===== config.mk =====
export PLATFORM = sky130hd
export DESIGN_NAME = seven_seg_scanner
export DESIGN_NICKNAME = d
export VERILOG_FILES = /design/src/rtl/seven_seg_pkg.sv /design/src/rtl/seven_seg_scanner_scan_counter.sv /design/src/rtl/seven_seg_scanner.sv
export SDC_FILE = /design/constraint.sdc
export NUM_CORES = 1
export LEC_CHECK = 0
export CAP_MARGIN = 30
export CORE_MARGIN = 3
export CORE_UTILIZATION = 53
export CTS_BUF_LIST = sky130_fd_sc_hd__clkbuf_8
export DETAILED_ROUTE_END_ITERATION = 8
export PLACE_DENSITY = 0.82
export SYNTH_ARGS = -nofsm -noshare
export SYNTH_HDL_FRONTEND = slang
export SYNTH_SLANG_ARGS = --single-unit

===== constraint.sdc =====
create_clock -name clk_i -period 1.9 [get_ports clk_i]
set_input_delay 0.19 -clock clk_i [delete_from_list [all_inputs] [get_ports clk_i]]
set_output_delay 0.19 -clock clk_i [all_outputs]
set_load 0.05 [all_outputs]

===== src/rtl/seven_seg_pkg.sv =====
// Shared constants and helpers for the multiplexed seven-segment display driver.
package seven_seg_pkg;

  localparam int unsigned MAX_DIGITS = 64;
  localparam logic [7:0]  SEG_BLANK  = 8'hFF;

  // Active-low one-hot anode word; bits at or above n stay high.
  function automatic logic [MAX_DIGITS-1:0] onehot_low(input int unsigned idx,
                                                       input int unsigned n);
    logic [MAX_DIGITS-1:0] word;
    word = '1;
    for (int unsigned i = 0; i < MAX_DIGITS; i++) begin
      if ((i < n) && (i == idx)) word[i] = 1'b0;
    end
    return word;
  endfunction

endpackage


===== src/rtl/seven_seg_scanner_scan_counter.sv =====
// Slot/digit timebase: tick counter per digit slot and digit index per frame.
module scan_counter #(
  parameter int unsigned NUM_DIGITS = 8,
  parameter int unsigned TICK_W     = 16,
  parameter int unsigned DIG_W      = $clog2(NUM_DIGITS)
) (
  input  logic              clk_i,
  input  logic              rst_ni,
  output logic [DIG_W-1:0]  digit_idx_o,
  output logic [TICK_W-1:0] tick_cnt_o,
  output logic              frame_start_o,
  output logic              commit_o
);

  logic [TICK_W-1:0] r_tick;
  logic [DIG_W-1:0]  r_digit;
  logic              w_tick_max;
  logic              w_last_digit;

  assign w_tick_max   = &r_tick;
  assign w_last_digit = (r_digit == DIG_W'(NUM_DIGITS - 1));

  always_ff @(posedge clk_i or negedge rst_ni) begin
    if (!rst_ni) begin
      r_tick  <= '0;
      r_digit <= '0;
    end else begin
      r_tick <= r_tick + 1'b1;
      if (w_tick_max) begin
        r_digit <= w_last_digit ? '0 : r_digit + 1'b1;
      end
    end
  end

  assign digit_idx_o   = r_digit;
  assign tick_cnt_o    = r_tick;
  assign frame_start_o = (r_digit == '0) && (r_tick == '0);
  assign commit_o      = w_last_digit && w_tick_max;

endmodule


===== src/rtl/seven_seg_scanner.sv =====
// Time-multiplexed common-anode display driver with frame-synchronous
// double-buffered contents, PWM brightness and a blank guard at each slot start.
module seven_seg_scanner
  import seven_seg_pkg::*;
#(
  parameter int unsigned NUM_DIGITS  = 8,
  parameter int unsigned SEG_W       = 8,
  parameter int unsigned TICK_W      = 16,
  parameter int unsigned BRIGHT_W    = 4,
  parameter int unsigned BLANK_TICKS = 64
) (
  input  logic                        clk_i,
  input  logic                        rst_ni,
  input  logic [NUM_DIGITS*SEG_W-1:0] digits_i,
  input  logic [NUM_DIGITS-1:0]       enable_i,
  input  logic [BRIGHT_W-1:0]         brightness_i,
  input  logic                        update_i,
  output logic [NUM_DIGITS-1:0]       an_o,
  output logic [SEG_W-1:0]            hex_o,
  output logic                        frame_o
);

  localparam int unsigned DIG_W = $clog2(NUM_DIGITS);

  logic [DIG_W-1:0]            w_digit_idx;
  logic [TICK_W-1:0]           w_tick;
  logic                        w_frame_start;
  logic                        w_commit;

  logic [NUM_DIGITS*SEG_W-1:0] r_sh_digits, r_act_digits;
  logic [NUM_DIGITS-1:0]       r_sh_en, r_act_en;
  logic [BRIGHT_W-1:0]         r_sh_bright, r_act_bright;
  logic                        r_pending;

  logic [NUM_DIGITS-1:0]       r_an;
  logic [SEG_W-1:0]            r_hex;
  logic                        r_frame;

  logic [BRIGHT_W-1:0]         w_tick_hi;
  logic                        w_bright_ok;
  logic                        w_lit;
  logic [NUM_DIGITS-1:0]       w_an_sel;
  logic [SEG_W-1:0]            w_pattern;

  scan_counter #(
    .NUM_DIGITS (NUM_DIGITS),
    .TICK_W     (TICK_W),
    .DIG_W      (DIG_W)
  ) u_scan (
    .clk_i         (clk_i),
    .rst_ni        (rst_ni),
    .digit_idx_o   (w_digit_idx),
    .tick_cnt_o    (w_tick),
    .frame_start_o (w_frame_start),
    .commit_o      (w_commit)
  );

  // An update landing on the commit cycle bypasses the shadow wait.
  always_ff @(posedge clk_i or negedge rst_ni) begin
    if (!rst_ni) begin
      r_sh_digits  <= '1;
      r_sh_en      <= '0;
      r_sh_bright  <= '1;
      r_act_digits <= '1;
      r_act_en     <= '0;
      r_act_bright <= '1;
      r_pending    <= 1'b0;
    end else if (w_commit && update_i) begin
      r_sh_digits  <= digits_i;
      r_sh_en      <= enable_i;
      r_sh_bright  <= brightness_i;
      r_act_digits <= digits_i;
      r_act_en     <= enable_i;
      r_act_bright <= brightness_i;
      r_pending    <= 1'b0;
    end else if (w_commit && r_pending) begin
      r_act_digits <= r_sh_digits;
      r_act_en     <= r_sh_en;
      r_act_bright <= r_sh_bright;
      r_pending    <= 1'b0;
    end else if (update_i) begin
      r_sh_digits  <= digits_i;
      r_sh_en      <= enable_i;
      r_sh_bright  <= brightness_i;
      r_pending    <= 1'b1;
    end
  end

  assign w_tick_hi   = w_tick[TICK_W-1 -: BRIGHT_W];
  assign w_bright_ok = (&r_act_bright) || (w_tick_hi < r_act_bright);
  assign w_lit       = r_act_en[w_digit_idx]
                    && (w_tick >= TICK_W'(BLANK_TICKS))
                    && w_bright_ok;
  assign w_an_sel    = NUM_DIGITS'(onehot_low(int'(w_digit_idx), NUM_DIGITS));
  assign w_pattern   = r_act_digits[w_digit_idx*SEG_W +: SEG_W];

  always_ff @(posedge clk_i or negedge rst_ni) begin
    if (!rst_ni) begin
      r_an    <= '1;
      r_hex   <= '1;
      r_frame <= 1'b0;
    end else begin
      r_an    <= w_lit ? w_an_sel  : '1;
      r_hex   <= w_lit ? w_pattern : '1;
      r_frame <= w_frame_start;
    end
  end

  assign an_o    = r_an;
  assign hex_o   = r_hex;
  assign frame_o = r_frame;

endmodule


Word level (Yosys, flattened, before mapping). Index checks and enable logic that the tools add are counted. Widths: inputs -> output; s select.

Shift-type cells: 1. Mux-type cells: 31. $lt $le $gt $ge: 3. Equal/unequal tests: 9. Add/sub/neg operators: 2. Reductions and logical operators: 15.

Operators by type and width (count): $mux 64 (5); $shiftx 64x7->8 (1); $mux 8 (7); $mux 4 (5); $add 16x1->16 const B (1); $ge 16x7->1 const B (1); $logic_not 16->1 (1); $reduce_and 16->1 (1); $eq 3x3->1 const A (4); $mux 1 (12); $eq 2x3->1 const A (2); $logic_and 1x1->1 (6); $lt 3x4->1 const B (1); $lt 4x4->1 (1); $reduce_and 4->1 (1); $reduce_bool 2->1 (2); $add 3x1->3 const B (1); $bmux 1 s3 (1); $eq 1x3->1 const A (1); $eq 3x3->1 const B (1); $logic_not 3->1 (1); $mux 3 (1); $reduce_bool 3->1 (1); $ne 2x2->1 const B (1); 2 further kinds (2).

Output and inout port bits: 17. Bits in registers: 189.

Logic depth before layout (Yosys ltp).
Word-level depth: 5. Gate-level depth with buffers: 8. Gate-level depth less buffers: 6.

Hierarchy. A second synthesis with hierarchy kept.

Cell total of the unflattened synthesis: 631. Area total of the unflattened synthesis: 8528.2 um2.

By module, submodules not included: seven_seg_scanner (cells each 553, area each 7598.5 um2, seq. area each 4444.3 um2, instances 1); scan_counter (cells each 78, area each 929.6 um2, seq. area each 475.5 um2, instances 1).

Worst setup path after synthesis. Ideal clock, no wire load.

Path kind: register to register. From: register r_act_bright[1]. To: register r_hex[0] (netlist: hex_o[0]). Setup slack: 78 ps. Clock period less this slack: 1822 ps. Cell stages (with the launch flop): 8. Library setup time: 83 ps. Data arrival time: 1740 ps. Path through: dfstp_2 -> inv_1 -> ha_1 -> a21o_1 -> a211o_1 -> a21oi_2 -> buf_6 -> nand3_1.

Cells in the longest elaborated chain, start to end: 4. Elaborated cells between the ends (all ways): 5.

RTL lines: from (decl) (line seven_seg_scanner.sv:32) `logic [BRIGHT_W-1:0] r_sh_bright, r_act_bright;`; from (signal assigned) (line seven_seg_scanner.sv:74) `r_act_bright <= brightness_i;`; from (signal assigned) (line seven_seg_scanner.sv:79) `r_act_bright <= r_sh_bright;`; $lt 4x4->1 / $reduce_and 4->1 (equally long branches) (line seven_seg_scanner.sv:90) `assign w_bright_ok = (&r_act_bright) || (w_tick_hi < r_act_bright);`; $logic_or 1x1->1 * (line seven_seg_scanner.sv:90); $logic_and 1x1->1 * (line seven_seg_scanner.sv:93) `&& w_bright_ok;`; $mux 8 * (line seven_seg_scanner.sv:104) `r_hex <= w_lit ? w_pattern : '1;`; to (signal assigned) (line seven_seg_scanner.sv:104); to (decl) (line seven_seg_scanner.sv:36) `logic [SEG_W-1:0] r_hex;`.

Every way passes the cells marked *; elsewhere a longest branch is shown, timed or not. A chain may end at the register's enable or synchronous reset.

Worst setup path after layout.
From: register r_act_bright[1]. To: register r_an[4] (netlist: an_o[4]).

Cells in the longest elaborated chain, start to end: 4. Elaborated cells between the ends (all ways): 5.

RTL lines: $lt 4x4->1 / $reduce_and 4->1 (equally long branches) (line seven_seg_scanner.sv:90); $logic_or 1x1->1 * (line seven_seg_scanner.sv:90); $logic_and 1x1->1 * (line seven_seg_scanner.sv:93); $mux 8 * (line seven_seg_scanner.sv:103) `r_an <= w_lit ? w_an_sel : '1;`; to (signal assigned) (line seven_seg_scanner.sv:103); to (decl) (line seven_seg_scanner.sv:35) `logic [NUM_DIGITS-1:0] r_an;`.

Marked as above.

==> key figures <==
Layout
  – Nets: 885
  – Non-Filler Instances: 1019
  – Most frequent cells in the layout: dfstp_2 (152), nand2_1 (116), clkdlybuf4s50_1 (77)
  – Multi-input gate area: 3373 sq um
  – Area delta synth->final: 21.92%
  – Share of cells above drive strength 1: 41.21%
  – Commonest non-fill, non-tap cell in the layout: dfstp_2
  – Register area: 4922 sq um
  – N_diodes: 0
  – FILL cells: 1126

Global route
  – Global Route Usage Sum: 21.87%
  – Initial antenna violation count: 0
  – Global-route wire length before repair: 30570 um
  – Grt total ovfl: 0
  – Largest net degree at the start of global routing: 89
  – Vias in the first global route: 6083

CTS
  – Root buffer selected by CTS: clkbuf_8
  – Sink Count: 189
  – Latest clock arrival within the worst-skew pair: 0.46 ns
  – H-tree depth: 4
  – CTS tree: done
  – Total CTS buffers: 17
  – Max Root-Sink Buffers: 2
  – Worst-path clk slew: 0.09 ns

Placement
  – Hpwl dp: 12900 um
  – RePlAce Congestion: 0.9086
  – Dpl cells: 974
  – Port Buffers: 95

Critical path
  – CP endpoint kind: flop
  – Critical path class: flop to flop
  – Crit path DAT: 2.24 ns
  – CP Max Fanout: 8
  – Critical Path Start Type: flop
  – Req. time, crit path: 2.28 ns

Synthesis
  – Cells after Synth: 696
  – #FFs+latches synth: 189
  – Netlist cell types: 38
  – Syn Area/Cell: 12.17 sq um
  – Share of the synthesized area in the top cell type: 47.16%
  – Area leader, netlist: dfstp_2
  – Synth top area cells: dfstp_2 (47%), dfrtp_1 (11%), mux2_2 (9.4%)
  – Seq/Total Area, Yosys: 58.09%
  – Yosys warns: 0
  – Synth Net Count: 786
  – Post-Syn Area: 8469 sq um

Floorplanning
  – IO Pins: 96
  – Rows: 45
  – DIE AREA: 17530 sq um
  – Chip height: 132.4 um
  – Die width: 132.4 um
  – Starting density of the core: 54.90%
  – Area of the core: 15430 sq um

STA
  – Final Cycle Share: 97.90%
  – Final Max Slew Viols: 0
  – Hold_ws: 0.02930 ns
  – Slew @ Worst Pin: 0.5022 ns
  – Fmax: 537.6 MHz
  – Unrepaired setup endpoints after global routing: true
  – Clock skew: 0.01473 ns
  – Setup TNS: 0 ns
  – Fin. Hold Viols: 0
  – Setup Viol. Count Final: 0
  – Rel. slew slack: 66.52%
  – Tmin final: 1.860 ns

Run status
  – Status: finished, final reports clean

Power
  – Max IR drop VDD: 517.6 uV
  – Power Density: 779.1 nW/um^2
  – Net switching power: 1.861 mW
  – Switching share of power: 23.14%
  – Clock share of power: 33.7%
  – Leak: 4.141 nW
  – Int Power: 6.184 mW
  – Combinational power share: 9.8%
  – Seq pwr share: 56.5%

Route
  – Via count: 5971
  – WL/cell: 18.58 um
  – Residual DRC: 0
  – Router iterations before antenna repair: 5
  – Drt total wl: 18940 um
  – Iter 0 DRT Violations: 551
  – Vias per cell: 5.860
  – Post-route ant nets: 0

Job
  – Max cap viols: 0

Min path
  – Worst hold path type: input port to flop
## logic make-up after synthesis
kind of cell | after synthesis | synth area share (%)
flops | 189 | 58.09
simple gates | 176 | 9.130
compound gates | 158 | 12.34
mux | 89 | 14.23
buf+inv | 59 | 3.147
xor+xnor | 14 | 1.448
fa+ha+maj | 11 | 1.625
## layout make-up
class                           count  area share, %
Sequential cell                   189          47.67
Clock buffer                       22          2.932
Timing Repair Buffer              130          12.77
Inverter                            9         0.3272
Multi-Input combinational cell    448          32.67
Tap cell                          211          2.557
Clock inverter                     10          1.078
## path summary, 6_finish.rpt
path	start	endpoint	slack, ns	cells after the start
max	r_act_bright[1]	an_o[4]	0.04	7
min	update_i	r_sh_digits[39]	0.03	3
max reg2reg	r_act_bright[1]	an_o[4]	0.04	7
min reg2reg	r_act_digits[30]	r_act_digits[30]	0.46	2
max in group asynchronous	rst_ni	r_sh_digits[35]	0.92	3
min in group asynchronous	rst_ni	r_sh_en[7]	0.24	2
## worst max-delay path, stage by stage (launching register included)
cell and delay, ns:
dfstp_2 0.55, inv_1 0.04, ha_1 0.28, a21o_1 0.17, a211o_1 0.29, a21oi_4 0.20
clkbuf_16 0.19, nand3_1 0.08
## registers in the layout, indices dropped and copies added (netlist names), 3 cells and up
register	flops
hex_o	8
r_act_bright	4
r_sh_bright	4
r_act_en	8
u_scan.tick_cnt_o	16
r_sh_digits	64
r_sh_en	8
an_o	8
r_act_digits	64
u_scan.digit_idx_o	3
## routing by layer
| layer | part of all wire (%) | track usage (%) | vias up |
|---|---|---|---|
| li1 | - | - | 2696 |
| met1 | 41 | 28.00 | 3033 |
| met2 | 51 | 36.73 | 210 |
| met3 | 5.4 | 4.487 | 32 |
| met4 | 2.5 | 8.776 | 0 |
| met5 | 0 | 0 | - |
## synth_stat cells, drive strengths merged
cell and count:
inv 9, nor3 2, nor4b 1, a32oi 9
a21o 2, dfstp 152, nand4b 1, a41oi 1
nand4 4, mux4 18, clkbuf 30, nand2b 8
xnor2 9, o2bb2a 6, a2bb2oi 1, buf 20
nor2 11, nor4 2, dfrtp 37, or3 1
ha 11, nand3 24, nor2b 1, and3 4
a211o 1, a21oi 1, o21ai 69, xor2 5
and2 1, a22oi 68, mux2 71, nand2 116
## through the flow
step                      power (mW)  util, %  setup slack [ns]  area (sq um)
after CTS                      8.102    65.60          -0.02776         10120
after global placement         5.340    62.88            0.1121          9701
after detailed placement       5.397    62.88          -0.02395          9701
after global routing           8.371    66.93          -0.05979         10330
after floorplan                4.976        -           0.07762          8469
final                          8.045    66.93           0.03988         10330
## power by group through the flow
stage	sequential, mW	clock (mW)	combinational, mW
after detailed placement	4.61	0	0.789
final	4.55	2.71	0.786
after global placement	4.59	0	0.754
after global routing	4.58	2.93	0.869
after floorplan	4.56	0	0.415
after CTS	4.54	2.76	0.795
## timing repair
item	in CTS	in global routing
setup endpoints to repair	20	94
hold buffers	1	0
buffers inserted	0	8
pin swaps	0	5
resized for setup	12	22
gates cloned	0	4
hold endpoints to repair	3	0
No activity file was read; power rests on OpenSTA's default activity.
